===== config.mk =====
export PLATFORM = sky130hd
export DESIGN_NAME = coef_bank_streamer_flat
export DESIGN_NICKNAME = d
export VERILOG_FILES = /design/src/rtl/coef_bank_if.sv /design/src/rtl/coef_bank_streamer.sv /design/src/flat_wrapper.sv
export SDC_FILE = /design/constraint.sdc
export NUM_CORES = 1
export LEC_CHECK = 0
export BUFFER_PORTS_ARGS = -buffer_cell sky130_fd_sc_hd__buf_2
export CORE_MARGIN = 2
export CORE_UTILIZATION = 40
export DETAILED_ROUTE_END_ITERATION = 8
export GPL_TIMING_DRIVEN = 0
export HOLD_SLACK_MARGIN = 0.1
export SYNTH_ARGS = -nofsm -noshare
export SYNTH_HDL_FRONTEND = slang
export SYNTH_SLANG_ARGS = --single-unit

===== constraint.sdc =====
create_clock -name clk -period 3.3 [get_ports clk]
set_input_delay 0.66 -clock clk [delete_from_list [all_inputs] [get_ports clk]]
set_output_delay 0.66 -clock clk [all_outputs]
set_load 0.01 [all_outputs]

===== src/rtl/coef_bank_if.sv =====
// Coefficient bank bus: random-access write port, stream command and the
// valid/ready output stream toward the systolic-array row feeder.
// COEF_BANK_PARALLEL_OUT_EN adds the flat parallel view of the bank (par_data).
interface coef_bank_if #(
    parameter int DATA_WIDTH   = 8,
    parameter int DEPTH        = 8,
    parameter int ADDR_WIDTH   = 3,
    parameter int REPEAT_WIDTH = 4
);
    logic                    wr_en;
    logic [ADDR_WIDTH-1:0]   wr_addr;
    logic [DATA_WIDTH-1:0]   wr_data;
    logic                    clear;
    logic                    start;
    logic [REPEAT_WIDTH-1:0] repeat_cnt;
    logic [DATA_WIDTH-1:0]   out_data;
    logic                    out_valid;
    logic                    out_ready;
    logic                    out_last;
    logic                    busy;
    logic                    bank_full;
    logic                    done;
`ifdef COEF_BANK_PARALLEL_OUT_EN
    logic [DEPTH*DATA_WIDTH-1:0] par_data;
`endif

    // Host / consumer side
    modport master (
        output wr_en, wr_addr, wr_data, clear, start, repeat_cnt, out_ready,
        input  out_data, out_valid, out_last, busy, bank_full, done
`ifdef COEF_BANK_PARALLEL_OUT_EN
        , input par_data
`endif
    );

    // Bank side
    modport slave (
        input  wr_en, wr_addr, wr_data, clear, start, repeat_cnt, out_ready,
        output out_data, out_valid, out_last, busy, bank_full, done
`ifdef COEF_BANK_PARALLEL_OUT_EN
        , output par_data
`endif
    );
endinterface


===== src/rtl/coef_bank_streamer.sv =====
// Coefficient bank with load tracking that streams its whole contents, in
// address order, a programmable number of passes per start command.
// Optional macro COEF_BANK_PARALLEL_OUT_EN exposes the bank as par_data.
//
// state    | meaning
// ---------+-------------------------------------------------------------
// S_IDLE   | bank open for writes/clear, waiting for start with full bank
// S_STREAM | bank frozen, presenting entry[rd_ptr] with out_valid high
// S_DONE   | one-cycle done pulse after the final transfer, bank open
module coef_bank_streamer #(
    parameter int DATA_WIDTH   = 8,
    parameter int DEPTH        = 8,
    parameter int ADDR_WIDTH   = 3,
    parameter int REPEAT_WIDTH = 4
) (
    input logic        clk,
    input logic        reset,
    coef_bank_if.slave bus
);
    typedef enum logic [1:0] {
        S_IDLE,
        S_STREAM,
        S_DONE
    } state_t;

    localparam logic [ADDR_WIDTH:0]   DEPTH_W  = (ADDR_WIDTH+1)'(DEPTH);
    localparam logic [ADDR_WIDTH-1:0] LAST_PTR = ADDR_WIDTH'(DEPTH - 1);

    state_t                  state_q, state_d;
    logic [DATA_WIDTH-1:0]   entry_q [DEPTH];
    logic [DEPTH-1:0]        valid_q;
    logic [ADDR_WIDTH-1:0]   rd_ptr_q, rd_ptr_d;
    logic [REPEAT_WIDTH-1:0] pass_q, pass_d;
    logic [REPEAT_WIDTH-1:0] count_q, count_d;

    logic bank_open;
    logic wr_hit;
    logic full;

    assign bank_open = (state_q != S_STREAM);
    assign wr_hit    = bus.wr_en && ({1'b0, bus.wr_addr} < DEPTH_W);
    assign full      = &valid_q;

    // Bank storage and load bitmap; clear beats a same-cycle write, and the
    // bank is frozen while streaming so held data stays stable under stall.
    always_ff @(posedge clk) begin
        if (!reset) begin
            for (int i = 0; i < DEPTH; i++) begin
                entry_q[i] <= '0;
            end
            valid_q <= '0;
        end else if (bank_open) begin
            if (bus.clear) begin
                for (int i = 0; i < DEPTH; i++) begin
                    entry_q[i] <= '0;
                end
                valid_q <= '0;
            end else if (wr_hit) begin
                entry_q[bus.wr_addr] <= bus.wr_data;
                valid_q[bus.wr_addr] <= 1'b1;
            end
        end
    end

    // FSM and stream pointer registers
    always_ff @(posedge clk) begin
        if (!reset) begin
            state_q  <= S_IDLE;
            rd_ptr_q <= '0;
            pass_q   <= '0;
            count_q  <= '0;
        end else begin
            state_q  <= state_d;
            rd_ptr_q <= rd_ptr_d;
            pass_q   <= pass_d;
            count_q  <= count_d;
        end
    end

    // Next-state: start acceptance, per-transfer pointer advance, pass wrap
    always_comb begin
        state_d  = state_q;
        rd_ptr_d = rd_ptr_q;
        pass_d   = pass_q;
        count_d  = count_q;
        case (state_q)
            S_IDLE: begin
                if (bus.start && full) begin
                    count_d  = (bus.repeat_cnt == '0) ? REPEAT_WIDTH'(1)
                                                      : bus.repeat_cnt;
                    rd_ptr_d = '0;
                    pass_d   = '0;
                    state_d  = S_STREAM;
                end
            end
            S_STREAM: begin
                if (bus.out_ready) begin
                    if (rd_ptr_q == LAST_PTR) begin
                        rd_ptr_d = '0;
                        pass_d   = pass_q + REPEAT_WIDTH'(1);
                        if (pass_q + REPEAT_WIDTH'(1) == count_q) begin
                            state_d = S_DONE;
                        end
                    end else begin
                        rd_ptr_d = rd_ptr_q + ADDR_WIDTH'(1);
                    end
                end
            end
            S_DONE: begin
                state_d = S_IDLE;
            end
            default: begin
                state_d = S_IDLE;
            end
        endcase
    end

    // Stream outputs; out_data is forced to zero outside STREAM
    always_comb begin
        bus.out_valid = (state_q == S_STREAM);
        bus.busy      = (state_q == S_STREAM);
        bus.done      = (state_q == S_DONE);
        bus.bank_full = full;
        bus.out_data  = '0;
        bus.out_last  = 1'b0;
        if (state_q == S_STREAM) begin
            bus.out_data = entry_q[rd_ptr_q];
            bus.out_last = (rd_ptr_q == LAST_PTR) &&
                           (pass_q == count_q - REPEAT_WIDTH'(1));
        end
    end

`ifdef COEF_BANK_PARALLEL_OUT_EN
    // Flat view of the bank registers, entry i at [i*DATA_WIDTH +: DATA_WIDTH]
    always_comb begin
        bus.par_data = '0;
        for (int i = 0; i < DEPTH; i++) begin
            bus.par_data[i*DATA_WIDTH +: DATA_WIDTH] = entry_q[i];
        end
    end
`endif

endmodule


===== src/flat_wrapper.sv =====
// flat-port wrapper written by rule: the top's interface ports become plain ports
module coef_bank_streamer_flat 
#(
    parameter int DATA_WIDTH   = 8,
    parameter int DEPTH        = 8,
    parameter int ADDR_WIDTH   = 3,
    parameter int REPEAT_WIDTH = 4
)
  (clk, reset, bus_wr_en, bus_wr_addr, bus_wr_data, bus_clear, bus_start, bus_repeat_cnt, bus_out_ready, bus_out_data, bus_out_valid, bus_out_last, bus_busy, bus_bank_full, bus_done);
  coef_bank_if #(.DATA_WIDTH(DATA_WIDTH), .DEPTH(DEPTH), .ADDR_WIDTH(ADDR_WIDTH), .REPEAT_WIDTH(REPEAT_WIDTH)) bus_i ();
  input logic clk;
  input logic reset;
  input wire logic [$bits(bus_i.wr_en)-1:0] bus_wr_en;
  input wire logic [$bits(bus_i.wr_addr)-1:0] bus_wr_addr;
  input wire logic [$bits(bus_i.wr_data)-1:0] bus_wr_data;
  input wire logic [$bits(bus_i.clear)-1:0] bus_clear;
  input wire logic [$bits(bus_i.start)-1:0] bus_start;
  input wire logic [$bits(bus_i.repeat_cnt)-1:0] bus_repeat_cnt;
  input wire logic [$bits(bus_i.out_ready)-1:0] bus_out_ready;
  output wire logic [$bits(bus_i.out_data)-1:0] bus_out_data;
  output wire logic [$bits(bus_i.out_valid)-1:0] bus_out_valid;
  output wire logic [$bits(bus_i.out_last)-1:0] bus_out_last;
  output wire logic [$bits(bus_i.busy)-1:0] bus_busy;
  output wire logic [$bits(bus_i.bank_full)-1:0] bus_bank_full;
  output wire logic [$bits(bus_i.done)-1:0] bus_done;
  assign bus_i.wr_en = bus_wr_en;
  assign bus_i.wr_addr = bus_wr_addr;
  assign bus_i.wr_data = bus_wr_data;
  assign bus_i.clear = bus_clear;
  assign bus_i.start = bus_start;
  assign bus_i.repeat_cnt = bus_repeat_cnt;
  assign bus_i.out_ready = bus_out_ready;
  assign bus_out_data = bus_i.out_data;
  assign bus_out_valid = bus_i.out_valid;
  assign bus_out_last = bus_i.out_last;
  assign bus_busy = bus_i.busy;
  assign bus_bank_full = bus_i.bank_full;
  assign bus_done = bus_i.done;
  coef_bank_streamer #(.DATA_WIDTH(DATA_WIDTH), .DEPTH(DEPTH), .ADDR_WIDTH(ADDR_WIDTH), .REPEAT_WIDTH(REPEAT_WIDTH)) u_core (.clk(clk), .reset(reset), .bus(bus_i));
endmodule

==> results of run 1 <==
## placed cells by master, fill, tap and decap left out, types with 3 or more instances in the layout
cell type / Yosys / routed
nor2_1: 30 / 30
clkbuf_8: 0 / 9
or2_2: 8 / 8
nand2b_1: 4 / 4
clkbuf_1: 3 / 4
and2_1: 64 / 64
mux2i_1: 13 / 13
xnor2_1: 6 / 6
o21ai_0: 3 / 3
nor2b_1: 3 / 3
buf_1: 3 / 3
a31oi_1: 3 / 3
a21oi_1: 11 / 11
inv_1: 4 / 4
buf_4: 3 / 3
edfxtp_1: 64 / 64
ha_1: 4 / 4
nand3_1: 4 / 4
nor3_1: 4 / 4
mux4_2: 16 / 16
nand4_1: 3 / 3
nand2_1: 9 / 9
dfxtp_1: 24 / 24
buf_2: 2 / 32
## cell families (layout without fill, tap and decap cells)
logic type | count (synthesis) | after routing | share of synthesized area
xor gates and xnor gates | 8 | 8 | 0.0173
and+or+nand+nor | 141 | 141 | 0.199
DFF | 88 | 88 | 0.593
buffers and inverters | 17 | 63 | 0.0210
muxes | 29 | 29 | 0.121
AOI/OAI and AO/OA | 24 | 24 | 0.0364
adders and majority gates | 4 | 4 | 0.0124
## power by group through the flow
stage / sequential (mW) / combinational [mW] / clock [mW]
3_3_place_gp: 1.25 / 0.0934 / 0
2_1_floorplan: 1.25 / 0.0548 / 0
3_5_place_dp: 1.25 / 0.0947 / 0
5_1_grt: 1.23 / 0.103 / 0.882
4_1_cts: 1.23 / 0.0953 / 0.838
6_report: 1.23 / 0.0940 / 0.839
## per-layer routing
| layer | vias to the layer above | wire length (µm) | track usage |
|---|---|---|---|
| li1 | 1202 | - | - |
| met1 | 1186 | 3670 | 0.209 |
| met2 | 47 | 4120 | 0.268 |
| met3 | 11 | 380 | 0.0331 |
| met4 | 0 | 126 | 0.0571 |
| met5 | - | 0 | 0 |
## area by class of cell
class	count	area share
Tap cell	133	0.0363
Sequential cell	88	0.524
Clock inverter	6	0.0202
Buffer	12	0.0145
Inverter	5	0.00409
Timing Repair Buffer	30	0.0327
Clock buffer	10	0.0278
Multi-Input combinational cell	206	0.341
## through the flow
stage	hold slack (ns)	total power [mW]
final	0.484	2.16
after CTS	0.483	2.16
after floorplan	0.436	1.31
after global routing	0.507	2.22
after global placement	0.450	1.35
after detailed placement	0.462	1.35
## worst register-to-register path, cell delays in order, from the launching register on
cell,delay [ns]
dfxtp_1,0.36
nand2b_1,0.20
nand4_1,0.20
nor3_1,0.84
or2_2,0.41
## registers in the layout, indices dropped and copies added, names as in the netlist, named ones only
signal           count
u_core.state_q       2
u_core.rd_ptr_q      3
u_core.valid_q       8
u_core.pass_q        4
u_core.entry_q      64
u_core.count_q       4
## worst paths after layout
| kind | from | slack [ns] | depth (start not counted) | end |
|---|---|---|---|---|
| min reg2reg | u_core.valid_q[6] | 0.48 | 2 | u_core.valid_q[6] |
| min | u_core.valid_q[6] | 0.48 | 2 | u_core.valid_q[6] |
| max reg2reg | u_core.state_q[1] | 0.99 | 4 | u_core.entry_q[1][4] |
| max | register | 0.43 | 6 | bus_out_data[5] |
==> flow_summary.toml, run 1 <==
[placed_design]
dp_hpwl_um = 5570
numPortBuffers = 30
dpl_cell_area_mm2 = 0.00437
place_inst = 474
pre_cts_ws_ns = 0.464
routabilityCongestion = 0.738

[pwr]
p_sw_mw = 0.475
pwr-share-comb = 0.044
vdd_ir_drop_max_uv = 183
leakage_nw = 1.72
clockPowerShare = 0.388
switching_share = 0.220
pwr-share-seq = 0.568
p_int_mw = 1.69
power_density_mw_per_mm2 = 471

[cts]
h-tree-depth = 3
ctsLongestPathBuffers = 2
cts_tree = "yes"
cts_resized = 0
cts_made_buffers = 9
cts_setup_buffers = 0
insertion_delay_ns = 0.36
hold_buffers = 0
clock_sinks = 88
path_clk_slew_ns = 0.09
root_buffer = "clkbuf_8"

[route]
viasPerCell = 4.99
wirelength_um = 8300
drt_iter0_drc = 138
via_count = 2446
antenna_left = 0
drc = 0
wl_per_cell_um = 16.9
first_pass_iters = 4

[yosys]
async_reset_ff_frac = 0
syn_area_per_cell_um2 = 13.0
synthCells = 311
yosys.area.top_type = "edfxtp_1"
yosysWarnings = 0
seq_area_frac_synth = 0.593
syn-num-nets = 336
ys_seq_elements = 88
syn_area_mm2 = 0.00405
ys_types = 41
synth_top_cell_area_share = 0.474
synth-edff-count = 64
synth_common_cells = "64 x and2_1, 64 x edfxtp_1, 30 x nor2_1"
synth_ff_type = "edfxtp_1"
yosys-top-cells-area = "edfxtp_1 47%, dfxtp_1 12%, and2_1 9.9%, mux4_2 8.9%, mux2i_1 3.2%"

[global_routing]
grt_use_total = 0.161
antenna_found_initial = 0
grt_pass1_vias = 2411
grt_pass1_wl_um = 13100
grt_overflow_total = 0
grt_start_max_net_pins = 16

[status]
status = "completed"

[sta]
relSlewSlack = 0.303
worst_slack_ns = 0.431
finalCritPeriodShare = 0.870
slew_viol_final = 0
worst_pin_slew_ns = 1.04
finalSetupViolations = 0
rsz0062_at_grt = "no"
fin_skew_ns = 0.00802
max_freq_mhz = 349
setup_tns_ns = 0
finalHoldViolations = 0
fin_crit_ns = 2.87

[worst_setup_path]
path_buf_inv = 3
crit_family = "multiplexers"
critical_path_class = "register to output port"
crit_slowest_cell = "mux4_2"
slowest_delay_ns = 0.57
cp_cell_sequence = "buf_2 > buf_4 > mux4_2 > mux2i_1 > nor2_1 > buf_2"
cp.arrival_ns = 2.21
worstPathMaxFanout = 10
crit_required_ns = 2.64
worstSetupEndpointType = "output port"
path_common_cell = "buf_2"
cp-start-kind = "register"

[cells_and_area]
final_area_mm2 = 0.00459
final_nets = 377
drive_gt1_frac = 0.221
num-fill-cells = 937
syn_to_final_growth_pct = 13.2
diodes = 0
seq_area_mm2 = 0.00240
final_core_util = 0.467
final_cells = 490
multiInputGateArea_mm2 = 0.00156

[job]
cap_violations = 0

[die]
rows = 36
dieArea_mm2 = 0.0109
initial_utilization = 0.413
pin_count = 34
dieHeight_um = 105
die_width_um = 105
placeableCoreArea_mm2 = 0.00982

[min_path]
min_path_type = "register to register"
Note: power is estimated with default switching activity, not from simulation.
==> inputs of run 2 (changes only) <==
--- a/config.mk
+++ b/config.mk
@@ -11,6 +11,7 @@
 export DETAILED_ROUTE_END_ITERATION = 8
 export GPL_TIMING_DRIVEN = 0
 export HOLD_SLACK_MARGIN = 0.1
+export PLACE_DENSITY = 0.61
 export SYNTH_ARGS = -nofsm -noshare
 export SYNTH_HDL_FRONTEND = slang
 export SYNTH_SLANG_ARGS = --single-unit
==> run 2 against run 1 <==
Effect of this change: setup slack improved by 0.023 ns; clock skew rose by 0.0055 ns; critical path type unchanged; fmax rose by 0.79%; first-iteration DRC count fell by 46%; combinational power fell by 0.4%; sequential cell count did not move; largest power group unchanged; final cell count fell by 0.20%; clock-buffer cell count fell by 1; final area barely moved; die area did not move.
==> flow_summary.toml, run 2 (same netlist as run 1, synthesis figures left out) <==
[status]
status = "completed"

[global_routing]
grt_use_total = 0.158
grt_start_max_net_pins = 16
grt_overflow_total = 0
grt_pass1_wl_um = 13000
antenna_found_initial = 0
grt_pass1_vias = 2451

[cts]
cts_made_buffers = 9
clock_sinks = 88
cts_setup_buffers = 0
root_buffer = "clkbuf_8"
cts_resized = 0
path_clk_slew_ns = 0.09
ctsLongestPathBuffers = 2
insertion_delay_ns = 0.35
hold_buffers = 0
h-tree-depth = 3
cts_tree = "yes"

[pwr]
p_total_mw = 2.13
leakage_nw = 1.71
power_density_mw_per_mm2 = 465
vdd_ir_drop_max_uv = 213

[cells_and_area]
syn_to_final_growth_pct = 13.2
largest_register = "u_core.entry_q"
drive_gt1_frac = 0.222
largest_register_ffs = 64
top_regs = "u_core.entry_q x64, u_core.valid_q x8"
diodes = 0
final_area_mm2 = 0.00458
final_nets = 377
final_cell_mix = "64 x and2_1, 64 x edfxtp_1, 32 x buf_2, 30 x nor2_1, 24 x dfxtp_1"

[worst_setup_path]
worstSetupEndpointType = "output port"
path_common_cell = "buf_2"
critical_path_class = "register to output port"
cp.arrival_ns = 2.19
crit_required_ns = 2.64
crit_family = "multiplexers"
worstPathMaxFanout = 10
cp_cell_sequence = "buf_2 > buf_4 > mux4_2 > mux2i_1 > nor2_1 > buf_2"
slowest_delay_ns = 0.56
path_buf_inv = 3
cp-start-kind = "register"
crit_slowest_cell = "mux4_2"

[sta]
rsz0062_at_grt = "no"
slew_viol_final = 0
setup_tns_ns = 0
fin_crit_ns = 2.85
finalHoldViolations = 0
fin_skew_ns = 0.0135
max_freq_mhz = 351
worst_pin_slew_ns = 1.03
worst_slack_ns = 0.453
finalCritPeriodShare = 0.863
relSlewSlack = 0.308
finalSetupViolations = 0

[die]
dieHeight_um = 105
dieArea_mm2 = 0.0109
initial_utilization = 0.413
placeableCoreArea_mm2 = 0.00982
rows = 36
pin_count = 34
die_width_um = 105

[route]
wirelength_um = 8180
wl_per_cell_um = 16.7
antenna_left = 0
via_count = 2453
drc = 0
drt_iter0_drc = 74
first_pass_iters = 4
viasPerCell = 5.02

[placed_design]
numPortBuffers = 30
routabilityCongestion = 0.813
dp_hpwl_um = 5600
pre_cts_ws_ns = 0.586
dpl_cell_area_mm2 = 0.00437

[job]
cap_violations = 0

[min_path]
min_path_type = "register to register"
## run 2: cell types whose count changed in the layout (fill, tap and decap cells not counted)
cell and delta:
clkbuf_1 -1
## run 2: metal layers
| metal | share of wire | global-route usage | wire length, µm |
|---|---|---|---|
| met4 | 0.015 | 0.0600 | 124 |
| met1 | 0.47 | 0.210 | 3850 |
| met5 | 0 | 0 | 0 |
| met3 | 0.024 | 0.0281 | 194 |
| met2 | 0.49 | 0.259 | 4000 |
## run 2: through the flow
step	std cells	util	hold slack, ns
2_1_floorplan	311	-	0.436
3_3_place_gp	474	0.445	0.448
3_5_place_dp	474	0.445	0.462
4_1_cts	489	0.467	0.480
5_1_grt	489	0.467	0.513
6_report	489	0.467	0.474
## run 2: power breakdown
part,internal (mW),switching [mW],total [mW]
clock,0.426,0.384,0.810
combinational,0.0356,0.0580,0.0936
sequential,1.22,0.00915,1.23
total,1.68,0.451,2.13
## run 2: worst reg2reg max path: stages, from the launching register on
cell	delay [ns]
dfxtp_1	0.36
nand2b_1	0.20
nand4_1	0.22
nor3_1	0.84
or2_2	0.40
## run 2: final cells by class
class / instances / area [µm²]
Clock buffer: 9 / 124
Multi-Input combinational cell: 206 / 1560
Fill cell: 912 / 5240
Clock inverter: 6 / 92.6
Sequential cell: 88 / 2400
Tap cell: 133 / 166
Buffer: 12 / 66.3
Timing Repair Buffer: 30 / 150
Inverter: 5 / 18.8
## run 2: path summary, 6_finish.rpt
kind | slack, ns | cells past startpoint | endpoint | startpoint
max | 0.45 | 6 | bus_out_data[6] | register
min | 0.47 | 2 | u_core.valid_q[6] | u_core.valid_q[6]
max reg2reg | 0.96 | 4 | u_core.entry_q[1][4] | u_core.state_q[1]
min reg2reg | 0.47 | 2 | u_core.valid_q[6] | u_core.valid_q[6]
